## src/rtl/cache_line_fill_ctrl.sv

```systemverilog
// Miss handler for a 4-line direct-mapped write-back cache: optionally writes back the
// dirty victim line, then fetches the requested line as four 32-bit memory beats.
module cache_line_fill_ctrl #(
  parameter int ADDR_W = 32,
  parameter int CNT_W  = 16
) (
  input  logic              clk,
  input  logic              reset,
  input  logic              start,
  input  logic [ADDR_W-1:0] missAddress,
  input  logic              writetomem,
  input  logic [ADDR_W-1:0] victimAddress,
  input  logic [127:0]      dataOutToRam,
  output logic [127:0]      dataInFromRam,
  output logic              fillDone,
  output logic              busy,
  output logic [ADDR_W-1:0] memAddress,
  output logic              memWrite,
  output logic              memRead,
  output logic [31:0]       memWdata,
  input  logic [31:0]       memRdata,
  input  logic              memReady,
  output logic [CNT_W-1:0]  missCount,
  output logic [CNT_W-1:0]  wbCount,
  output logic [1:0]        o_dbg_state
);

  typedef enum logic [1:0] {IDLE = 2'd0, WB = 2'd1, RD = 2'd2, DONE = 2'd3} state_t;

  state_t              r_state;
  logic [1:0]          r_k;
  logic [ADDR_W-3:0]   r_fill_line;
  logic [ADDR_W-3:0]   r_victim_line;
  logic [127:0]        r_victim_data;
  logic [127:0]        r_fill_data;
  logic                r_fill_done;
  logic                r_busy;
  logic [ADDR_W-1:0]   r_mem_addr;
  logic                r_mem_write;
  logic                r_mem_read;
  logic [31:0]         r_mem_wdata;
  logic [CNT_W-1:0]    r_miss_cnt;
  logic [CNT_W-1:0]    r_wb_cnt;

  logic [1:0]          w_k_next;
  logic                w_unused_offset_bits;

  assign w_k_next             = r_k + 2'd1;
  assign w_unused_offset_bits = ^{missAddress[1:0], victimAddress[1:0]};

  // Memory handshake: a beat completes on any rising edge where the active strobe
  // and memReady are both high; strobe, address and wdata hold until that edge.
  always_ff @(posedge clk) begin
    if (reset) begin
      r_state       <= IDLE;
      r_k           <= 2'd0;
      r_fill_line   <= '0;
      r_victim_line <= '0;
      r_victim_data <= '0;
      r_fill_data   <= '0;
      r_fill_done   <= 1'b0;
      r_busy        <= 1'b0;
      r_mem_addr    <= '0;
      r_mem_write   <= 1'b0;
      r_mem_read    <= 1'b0;
      r_mem_wdata   <= '0;
      r_miss_cnt    <= '0;
      r_wb_cnt      <= '0;
    end else begin
      r_fill_done <= 1'b0;
      case (r_state)
        IDLE: begin
          if (start) begin
            r_fill_line   <= missAddress[ADDR_W-1:2];
            r_victim_line <= victimAddress[ADDR_W-1:2];
            r_victim_data <= dataOutToRam;
            r_k           <= 2'd0;
            r_busy        <= 1'b1;
            if (r_miss_cnt != {CNT_W{1'b1}}) r_miss_cnt <= r_miss_cnt + CNT_W'(1);
            if (writetomem) begin
              r_state     <= WB;
              r_mem_write <= 1'b1;
              r_mem_addr  <= {victimAddress[ADDR_W-1:2], 2'b00};
              r_mem_wdata <= dataOutToRam[31:0];
            end else begin
              r_state    <= RD;
              r_mem_read <= 1'b1;
              r_mem_addr <= {missAddress[ADDR_W-1:2], 2'b00};
            end
          end
        end
        WB: begin
          if (memReady) begin
            if (r_k == 2'd3) begin
              r_k         <= 2'd0;
              r_state     <= RD;
              r_mem_write <= 1'b0;
              r_mem_read  <= 1'b1;
              r_mem_addr  <= {r_fill_line, 2'b00};
              if (r_wb_cnt != {CNT_W{1'b1}}) r_wb_cnt <= r_wb_cnt + CNT_W'(1);
            end else begin
              r_k         <= w_k_next;
              r_mem_addr  <= {r_victim_line, w_k_next};
              r_mem_wdata <= r_victim_data[{w_k_next, 5'd0} +: 32];
            end
          end
        end
        RD: begin
          if (memReady) begin
            r_fill_data[{r_k, 5'd0} +: 32] <= memRdata;
            if (r_k == 2'd3) begin
              r_k         <= 2'd0;
              r_state     <= DONE;
              r_mem_read  <= 1'b0;
              r_fill_done <= 1'b1;
            end else begin
              r_k        <= w_k_next;
              r_mem_addr <= {r_fill_line, w_k_next};
            end
          end
        end
        DONE: begin
          // A start seen here is dropped; the next request is taken from IDLE.
          r_state <= IDLE;
          r_busy  <= 1'b0;
        end
        default: r_state <= IDLE;
      endcase
    end
  end

  assign dataInFromRam = r_fill_data;
  assign fillDone      = r_fill_done;
  assign busy          = r_busy;
  assign memAddress    = r_mem_addr;
  assign memWrite      = r_mem_write;
  assign memRead       = r_mem_read;
  assign memWdata      = r_mem_wdata;
  assign missCount     = r_miss_cnt;
  assign wbCount       = r_wb_cnt;
  assign o_dbg_state   = r_state;

endmodule

```

## config.mk

```make
export PLATFORM = sky130hd
export DESIGN_NAME = cache_line_fill_ctrl
export DESIGN_NICKNAME = d
export VERILOG_FILES = /design/src/rtl/cache_line_fill_ctrl.sv
export SDC_FILE = /design/constraint.sdc
export NUM_CORES = 1
export LEC_CHECK = 0
export CORE_MARGIN = 2
export CORE_UTILIZATION = 44
export DETAILED_ROUTE_END_ITERATION = 10
export PLACE_DENSITY = 0.86
export SYNTH_ARGS = -nofsm -noshare
export SYNTH_HDL_FRONTEND = slang
export SYNTH_SLANG_ARGS = --single-unit
export TNS_END_PERCENT = 50
```

## constraint.sdc

```tcl
create_clock -name clk -period 1.86 [get_ports clk]
set_input_delay 0.465 -clock clk [delete_from_list [all_inputs] [get_ports clk]]
set_output_delay 0.465 -clock clk [all_outputs]
set_load 0.1 [all_outputs]
```

==> impl_metrics.toml, run 1 <==
[grt]
antenna_found_initial = 4
grt_max_degree = 93
overflow = 0
grtUsageTotal_pct = 31.4
first_global_vias = 17600
grt_pass1_wl_mm = 97.4

[clock_network]
clock_sinks = 420
h-tree-depth = 2
numCtsBuffers = 45
clk_latency_ns = 0.59
cts_tree = "built"
clk_pin_slew_ns = 0.06
root_buffer = "clkbuf_16"
cts_hold_buf = 0
clock_path_buffers = 3

[route]
ant_nets = 0
avgRoutedWirePerCell_um = 23.3
first_iter_violations = 1368
num_vias = 17600
first_pass_iters = 8
routed_via_density = 5.97
drt_wl_total_mm = 68.7
drc = 0

[place]
gp_congestion = 0.883
io_buffers = 454
dpl-instance-area_um2 = 25000
hpwl_mm = 40.9

[synth]
syn_nets = 2165
synth_edf_count = 0
synth_cell_type_count = 53
synth_top_cell_by_area = "dfxtp_1"
synth_common_cells = "420 x dfxtp_1, 397 x nand2_1, 281 x a21oi_1"
ys_ff_latch = 420
netlist_top_cells_area = "dfxtp_1 50%, nand2_1 8.9%, a21oi_1 8.4%"
synth_cells = 1921
synth_flop_cell = "dfxtp_1"
syn_area_um2 = 16800
synth_top_area_share_pct = 50.0
syn_area_per_cell_um2 = 8.76
async_flop_share_pct = 0
synth_most_common_cell = "dfxtp_1"
yosys_warnings = 0
yosysSeqAreaShare_pct = 50.0

[power]
cellPowerDensity_nw_per_um2 = 1570
leakage_nw = 10.2
intPower_mw = 24.6
clockPowerShare_pct = 21.7
irDropWorstVdd_mv = 1.20
p_sw_mw = 18.7
swShare_pct = 43.2
p_seq_share_pct = 27.6
combinationalPowerShare_pct = 50.8

[sta]
fin_ws_ns = -0.180
finalHoldViolations = 0
tightest_slew_ns = 0.539
rsz0062_at_grt = "true"
finalSetupViolations = 91
slew_violations = 0
finalClockSkew_ns = 0.0354
finalCriticalPeriod_ns = 2.04
max_slew_margin_pct = 64.0
clock.fmax_mhz = 490
fin_crit_sh_pct = 110

[layout]
area_growth_pct = 63.6
fin_nets = 2636
drive_above_1_share_pct = 23.5
fin_area_um2 = 27500
utilization_pct = 73.1

[floorplan]
die_x_um = 200
fp.coreArea_um2 = 37700
die_area_um2 = 39800
core.rowCount = 71
die_h_um = 200
pin_count = 459
start_util_pct = 44.7

[hold_path]
hp-start = "reset"
whs_endpoint = "wbCount[3]$_SDFFE_PP0P_"
hold_path_depth = 2
hold_path.class = "input pin to register"

[worst_setup_path]
start_kind = "register"
cp_max_fo = 8
r2r_start = "o_dbg_state[0]$_SDFFE_PP0P_"
crit_required_ns = 2.37
reg2reg_slack_ns = -0.18
critPathLaunch = "o_dbg_state[0]$_SDFFE_PP0P_"
endpoint_kind = "register"
crit_type = "register to register"
rr_worst_depth = 10
r2r_end = "memAddress[6]$_SDFFE_PP0P_"
critPathArrivalTime_ns = 2.55

[run_status]
status = "finished with violations"
violations = "setup timing"

[job]
drv_cap = 0
-- cells by family after synthesis --
kind of cell	Yosys count	synth area share, %
AND/OR/NAND/NOR	673	17.2
AO/OA/AOI/OAI	571	21.0
flip-flops	420	50.0
buffers and inverters	169	3.92
multiplexers	73	6.77
adder cells (fa/ha/maj)	15	1.12
-- sequential cells by signal, indices dropped and copies added (netlist names) --
register       flops
memRead            1
fillDone           1
r_k                2
o_dbg_state        2
r_victim_data    128
wbCount           16
r_victim_line     30
memWrite           1
memWdata          32
busy               1
memAddress        32
dataInFromRam    128
missCount         16
r_fill_line       30
-- worst max path at each step --
stage | to | slack, ns | depth (start not counted)
3_5_place_dp | wbCount[10]$_SDFFE_PP0P_ | -0.54 | 6
4_1_cts | dataInFromRam[3]$_SDFFE_PP0P_ | -0.02 | 8
5_1_grt | memAddress[4]$_SDFFE_PP0P_ | -0.23 | 10
2_1_floorplan | wbCount[9]$_SDFFE_PP0P_ | -0.09 | 6
6_report | memAddress[6]$_SDFFE_PP0P_ | -0.18 | 10
3_3_place_gp | wbCount[10]$_SDFFE_PP0P_ | -0.51 | 6
-- cells in the final DEF, fill, tap and decap left out, drive strengths merged, types with 3 or more instances in the layout --
master / instances
dfxtp: 420
nor2: 149
nand2: 397
o41ai: 3
bufinv: 4
inv: 11
mux4: 32
nor4: 10
ha: 15
nand4: 10
a211oi: 35
nor2b: 42
a21oi: 281
mux2: 7
or4: 13
a22oi: 158
clkdlybuf4s50: 222
nand3: 17
clkinv: 13
and3: 3
a22o: 30
clkbuf: 72
mux2i: 34
diode: 6
buf: 350
nand2b: 5
or3: 9
o21ai: 39
nor3: 6
o31ai: 11
-- critical path, cell delays in order, from the launching register on --
cell,delay (ns)
dfxtp_4,0.38
inv_4,0.05
buf_6,0.13
ha_4,0.17
buf_6,0.12
o21bai_4,0.17
nand3_2,0.14
buf_6,0.15
nor2_4,0.27
clkbuf_16,0.23
a22o_1,0.13
-- routing by layer --
layer  part of all wire, %  global-route usage [%]  wire length [µm]  vias to the layer above
li1                      -                       -                 -                     7737
met1                    35                    35.4             24200                     8363
met2                    48                    52.4             33300                     1180
met3                    10                    8.84              7090                      296
met4                   5.9                    19.5              4080                        0
met5                     0                       0                 0                        -
-- power groups by stage --
stage          sequential, mW  clock (mW)  combinational, mW
2_1_floorplan            17.1           0               6.64
3_3_place_gp             11.9           0               18.8
3_5_place_dp             12.0           0               19.2
4_1_cts                  11.8        9.40               20.6
5_1_grt                  12.0        9.76               22.8
6_report                 11.9        9.36               21.9
-- layout make-up --
| type | count | area (µm²) |
|---|---|---|
| diodes | 6 | 15.0 |
| clock buffers | 62 | 1290 |
| clock inverters | 19 | 233 |
| fillers | 2265 | 10100 |
| inverters | 11 | 51.3 |
| multi-input cells | 1332 | 8170 |
| flip-flops and latches | 420 | 8500 |
| well taps | 511 | 639 |
| repair buffers | 582 | 8630 |
-- through the flow --
step / total power [mW] / setup TNS [ns] / std cells / worst slack [ns] / hold slack, ns
after floorplan: 23.7 / -2.36 / 1921 / -0.0889 / 0.433
after global placement: 30.7 / -89.28 / 2818 / -0.508 / 0.438
after detailed placement: 31.2 / -108.34 / 2818 / -0.536 / 0.447
after CTS: 41.8 / -0.0404 / 2912 / -0.0152 / 0.214
after global routing: 44.5 / -14.56 / 2939 / -0.227 / 0.241
final: 43.2 / -7.86 / 2943 / -0.180 / 0.246
-- what timing repair did --
item | 4_1_cts | 5_1_grt
gates resized for setup | 28 | 68
endpoints found under the setup margin | 97 | 152
gates cloned | 6 | 11
hold endpoints to repair | 0 | 0
buffers inserted | 7 | 14
pin swaps | 8 | 33
Note: power is estimated with default switching activity, not from simulation.
==> inputs of run 2 (changes only) <==
--- a/config.mk
+++ b/config.mk
@@ -12,4 +12,4 @@
 export SYNTH_ARGS = -nofsm -noshare
 export SYNTH_HDL_FRONTEND = slang
 export SYNTH_SLANG_ARGS = --single-unit
-export TNS_END_PERCENT = 50
+export TNS_END_PERCENT = 100
==> run 2 against run 1 <==
The flow still finishes with violations (setup timing). Clock power increased by 1%. Wire length decreased by 5.0%. Core utilization decreased by 0.65 points. Critical endpoint is now memAddress[4]$_SDFFE_PP0P_. Largest cell class is now flip-flops and latches. Largest power group unchanged.
==> impl_metrics.toml, run 2 (synthesized netlist as in run 1, its figures left out) <==
[worst_setup_path]
critical-path-top-delay-family = "compound AO/OA/AOI/OAI gates"
crit_path_top_delay_cell = "dfxtp_4"
critPathArrivalTime_ns = 2.43
critPathBufInv = 3
start_kind = "register"
cpPeakStageDelay_ns = 0.36
endpoint_kind = "register"
crit_chain = "buf_6 -> ha_4 -> buf_4 -> a21o_4 -> clkbuf_16 -> a22oi_1 -> a21oi_1 -> a22o_1"
cp_max_fo = 13
reg2reg_slack_ns = -0.11
crit_type = "register to register"
crit_required_ns = 2.31

[clock_network]
clk_latency_ns = 0.58
h-tree-depth = 2
cts_tree = "built"
numCtsBuffers = 44
root_buffer = "clkbuf_16"
clock_sinks = 420
clk_pin_slew_ns = 0.06
clock_path_buffers = 3

[grt]
overflow = 0
first_global_vias = 17600
grt_max_degree = 74
antenna_found_initial = 5
grtUsageTotal_pct = 30.4
grt_pass1_wl_mm = 94.8

[floorplan]
die_h_um = 200
fp.coreArea_um2 = 37700
start_util_pct = 44.7
die_x_um = 200
pin_count = 459
core.rowCount = 71
die_area_um2 = 39800

[layout]
drive_above_1_share_pct = 23.2
layout_common_cells = "395 x nand2_1, 384 x dfxtp_1, 279 x a21oi_1, 261 x buf_12, 222 x clkdlybuf4s50_1"
fillCellCount = 2339
fin_cells = 2937
fin_nets = 2631
final_common_cell = "nand2_1"
area_growth_pct = 62.1

[route]
first_iter_violations = 1345
drc = 0
first_pass_iters = 7
drt_wl_total_mm = 65.2
avgRoutedWirePerCell_um = 22.2
ant_nets = 0
num_vias = 17300
routed_via_density = 5.87

[run_status]
status = "finished with violations"
violations = "setup timing"

[sta]
slew_violations = 0
finalHoldViolations = 0
max_slew_margin_pct = 67.5
finalCriticalPeriod_ns = 1.97
finalClockSkew_ns = 0.0178
rsz0062_at_grt = "true"
finalSetupViolations = 16
fin_crit_sh_pct = 106
tightest_slew_ns = 0.484
clock.fmax_mhz = 506
fin_ws_ns = -0.115

[place]
hpwl_mm = 40.8
dp.cells = 2822
io_buffers = 454
gp_congestion = 0.872

[power]
cellPowerDensity_nw_per_um2 = 1540
leakage_nw = 10.1
fin_total_pwr_mw = 42.1
irDropWorstVdd_mv = 1.52

[job]
drv_cap = 0

[hold_path]
hold_path.class = "input pin to register"
==> run 2: cell types whose count changed in the layout (fill, tap and decap cells not counted), moves of 12 or more <==
cell / before / now
buf_4: 61 / 74
dfxtp_4: 18 / 30
o21ai_0: 22 / 37
o21ai_1: 14 / 2
dfxtp_2: 18 / 6
==> run 2: layout make-up <==
cell class                      count  area (µm²)  share of cell area, %
Multi-Input combinational cell   1332        8140                   29.8
Clock inverter                     20         267                  0.977
Antenna cell                        4        10.0                 0.0367
Tap cell                          511         639                   2.34
Clock buffer                       61        1280                   4.69
Timing Repair Buffer              578        8370                   30.7
Inverter                           11        48.8                  0.179
Sequential cell                   420        8530                   31.3
==> run 2: worst register-to-register path: cells and delay by family, from the launching register on <==
kind | cells | cell delay, ns
compound gates | 4 | 0.84
buf+inv | 3 | 0.48
fa+ha+maj | 1 | 0.20
flops | 1 | 0.36
==> run 2: per-stage QoR <==
stage	area (µm²)	utilization, %	setup TNS, ns	hold WS (ns)	setup WS, ns
floorplan	17200	-	-1.70	0.433	-0.0435
global placement	25100	66.6	-82.44	0.438	-0.381
detailed placement	25100	66.6	-103.32	0.446	-0.432
CTS	26800	71.3	-0.00227	0.187	-0.00227
global route	27300	72.4	-1.90	0.220	-0.157
finish	27300	72.4	-0.352	0.228	-0.115
==> run 2: final timing paths <==
check	from	end	cells after the start
min reg2reg	r_victim_data[32]$_SDFFE_PP0P_	r_victim_data[32]$_SDFFE_PP0P_	2
max reg2reg	o_dbg_state[1]$_SDFFE_PP0P_	memAddress[4]$_SDFFE_PP0P_	8
min	reset	busy$_SDFFE_PP0P_	2
max	o_dbg_state[1]$_SDFFE_PP0P_	memAddress[4]$_SDFFE_PP0P_	8
==> run 2: timing repair <==
action / CTS / global route
pin swaps: 7 / 36
resized for setup: 20 / 41
gates cloned: 3 / 7
buffers inserted: 7 / 14
hold buffers: 0 / 0
setup endpoints to repair: 80 / 112
==> run 2: layer usage <==
metal / part of all wire [%] / GRT usage [%]
met5: 0.021 / 0
met2: 50 / 53.5
met1: 35 / 32.8
met4: 5.3 / 16.8
met3: 10 / 8.83
==> run 2: where the power goes <==
group | switching [mW] | internal [mW] | leakage [nW]
Combinational | 12.6 | 8.12 | 5.83
Clock | 3.80 | 5.67 | 0.765
Sequential | 1.35 | 10.5 | 3.45
==> inputs of run 3 (changes only) <==
--- a/config.mk
+++ b/config.mk
@@ -9,6 +9,7 @@
 export CORE_UTILIZATION = 44
 export DETAILED_ROUTE_END_ITERATION = 10
 export PLACE_DENSITY = 0.86
+export SKIP_CTS_REPAIR_TIMING = 1
 export SYNTH_ARGS = -nofsm -noshare
 export SYNTH_HDL_FRONTEND = slang
 export SYNTH_SLANG_ARGS = --single-unit
==> run 3 against run 2 <==
The flow still finishes with violations (setup timing). Worst hold slack got worse by 0.00082 ns. Critical path depth rose by 1. Clock power hardly changed. Critical endpoint is now dataInFromRam[53]$_SDFFE_PP0P_. First-iteration DRC count fell by 7.7%. Largest cell class unchanged. Combinational power hardly changed. Largest power group unchanged. Fmax grew 1.9%.
==> impl_metrics.toml, run 3 (synthesized netlist as in run 1, its figures left out) <==
[route]
routed_via_density = 5.86
wl_met3_mm = 6.28
num_vias = 17200
met1Wirelength_mm = 22.2
ant_nets = 0
maxUsedRoutingLayer = "met5"
avgRoutedWirePerCell_um = 21.8
drc = 0
first_pass_iters = 7
first_iter_violations = 1241
drt_wl_total_mm = 64.0
wl_met2_mm = 31.9

[worst_setup_path]
start_kind = "register"
rr_worst_depth = 9
reg2reg_slack_ns = -0.08
crit_required_ns = 2.35
endpoint_kind = "register"
r2r_end = "dataInFromRam[53]$_SDFFE_PP0P_"
r2r_start = "r_k[0]$_SDFFE_PP0P_"
cp_max_fo = 6
critPathArrivalTime_ns = 2.42
crit_type = "register to register"

[clock_network]
numCtsBuffers = 44
clk_latency_ns = 0.58
cts_tree = "built"
clock_sinks = 420
h-tree-depth = 2
clock_path_buffers = 3
clk_pin_slew_ns = 0.07
root_buffer = "clkbuf_16"

[sta]
rsz0062_at_grt = "true"
max_slew_margin_pct = 63.7
finalCriticalPeriod_ns = 1.94
slew_violations = 0
setup_tns_ns = -0.583
finalClockSkew_ns = 0.0177
finalHoldViolations = 0
fin_crit_sh_pct = 104
finalSetupViolations = 20
fin_ws_ns = -0.0770
clock.fmax_mhz = 516
tightest_slew_ns = 0.540

[layout]
utilization_pct = 72.0
area_growth_pct = 61.1
final_common_cell = "nand2_1"
layout_common_cells = "395 x nand2_1, 384 x dfxtp_1, 280 x a21oi_1, 261 x buf_12, 222 x clkdlybuf4s50_1"
fin_nets = 2628
drive_above_1_share_pct = 22.7
fin_cells = 2933

[place]
dp.cells = 2822
hpwl_mm = 40.8
gp_congestion = 0.872
io_buffers = 454

[floorplan]
fp.coreArea_um2 = 37700
die_area_um2 = 39800
die_h_um = 200
die_x_um = 200
pin_count = 459
core.rowCount = 71
start_util_pct = 44.7

[grt]
grtUsageTotal_pct = 29.8
antenna_found_initial = 4
overflow = 0
first_global_vias = 17500
grt_pass1_wl_mm = 93.3
grt_max_degree = 74

[hold_path]
hp-start = "reset"
hold_path_depth = 2
hold_path.class = "input pin to register"
whs_endpoint = "memRead$_SDFFE_PP0P_"

[run_status]
violations = "setup timing"
status = "finished with violations"

[power]
cellPowerDensity_nw_per_um2 = 1540
irDropWorstVdd_mv = 1.53
leakage_nw = 10.0

[job]
drv_cap = 0
[run 3: changes by cell type in the layout (fill, tap and decap cells not counted), moves of 2 or more]
cell / before / now
ha_4: 8 / 6
o21ai_1: 2 / 0
nand3_4: 3 / 1
o21ai_0: 37 / 39
a22oi_2: 5 / 3
a22oi_1: 153 / 155
buf_6: 10 / 8
buf_16: 2 / 0
[run 3: area by class of cell]
class | instances | area, µm²
multi-input cells | 1332 | 8060
flip-flops and latches | 420 | 8530
clock buffers | 61 | 1280
fillers | 2354 | 10500
inverters | 11 | 48.8
diodes | 3 | 7.51
well taps | 511 | 639
clock inverters | 20 | 267
repair buffers | 575 | 8300
[run 3: power by group]
| group | total, mW | switching, mW | leakage (nW) | internal (mW) |
|---|---|---|---|---|
| Sequential | 11.9 | 1.34 | 3.45 | 10.5 |
| Clock | 9.48 | 3.81 | 0.765 | 5.67 |
| Combinational | 20.4 | 12.4 | 5.79 | 7.96 |
| Total | 41.7 | 17.6 | 10.0 | 24.2 |
[run 3: per-stage QoR]
step	cell area (µm²)	power (mW)	hold WS, ns	setup WS, ns
floorplan	17200	23.8	0.433	-0.0435
global placement	25100	30.8	0.438	-0.381
detailed placement	25100	31.3	0.446	-0.432
CTS	26600	40.9	0.187	-0.139
global route	27100	43.3	0.219	-0.158
finish	27100	41.7	0.227	-0.0770
[run 3: critical path: stages (launching register included)]
cell       delay [ns]
dfxtp_4          0.39
inv_2            0.06
ha_4             0.29
buf_6            0.12
nand3b_1         0.15
nor3_4           0.29
buf_6            0.16
clkbuf_16        0.15
a22oi_1          0.07
nor2_1           0.18
[run 3: per-layer routing]
metal / track usage, % / up-vias
li1: - / 7720
met1: 32.2 / 8271
met2: 52.6 / 942
met3: 8.52 / 245
met4: 16.3 / 2
met5: 0 / -
[run 3: worst max-delay path by stage]
stage / startpoint / endpoint / slack [ns]
floorplan: o_dbg_state[1]$_SDFFE_PP0P_ / memWdata[10]$_SDFFE_PP0P_ / -0.04
global placement: memReady / wbCount[14]$_SDFFE_PP0P_ / -0.38
detailed placement: start / memWdata[15]$_SDFFE_PP0P_ / -0.43
CTS: r_k[1]$_SDFFE_PP0P_ / wbCount[15]$_SDFFE_PP0P_ / -0.14
global route: r_k[0]$_SDFFE_PP0P_ / dataInFromRam[53]$_SDFFE_PP0P_ / -0.16
finish: r_k[0]$_SDFFE_PP0P_ / dataInFromRam[53]$_SDFFE_PP0P_ / -0.08
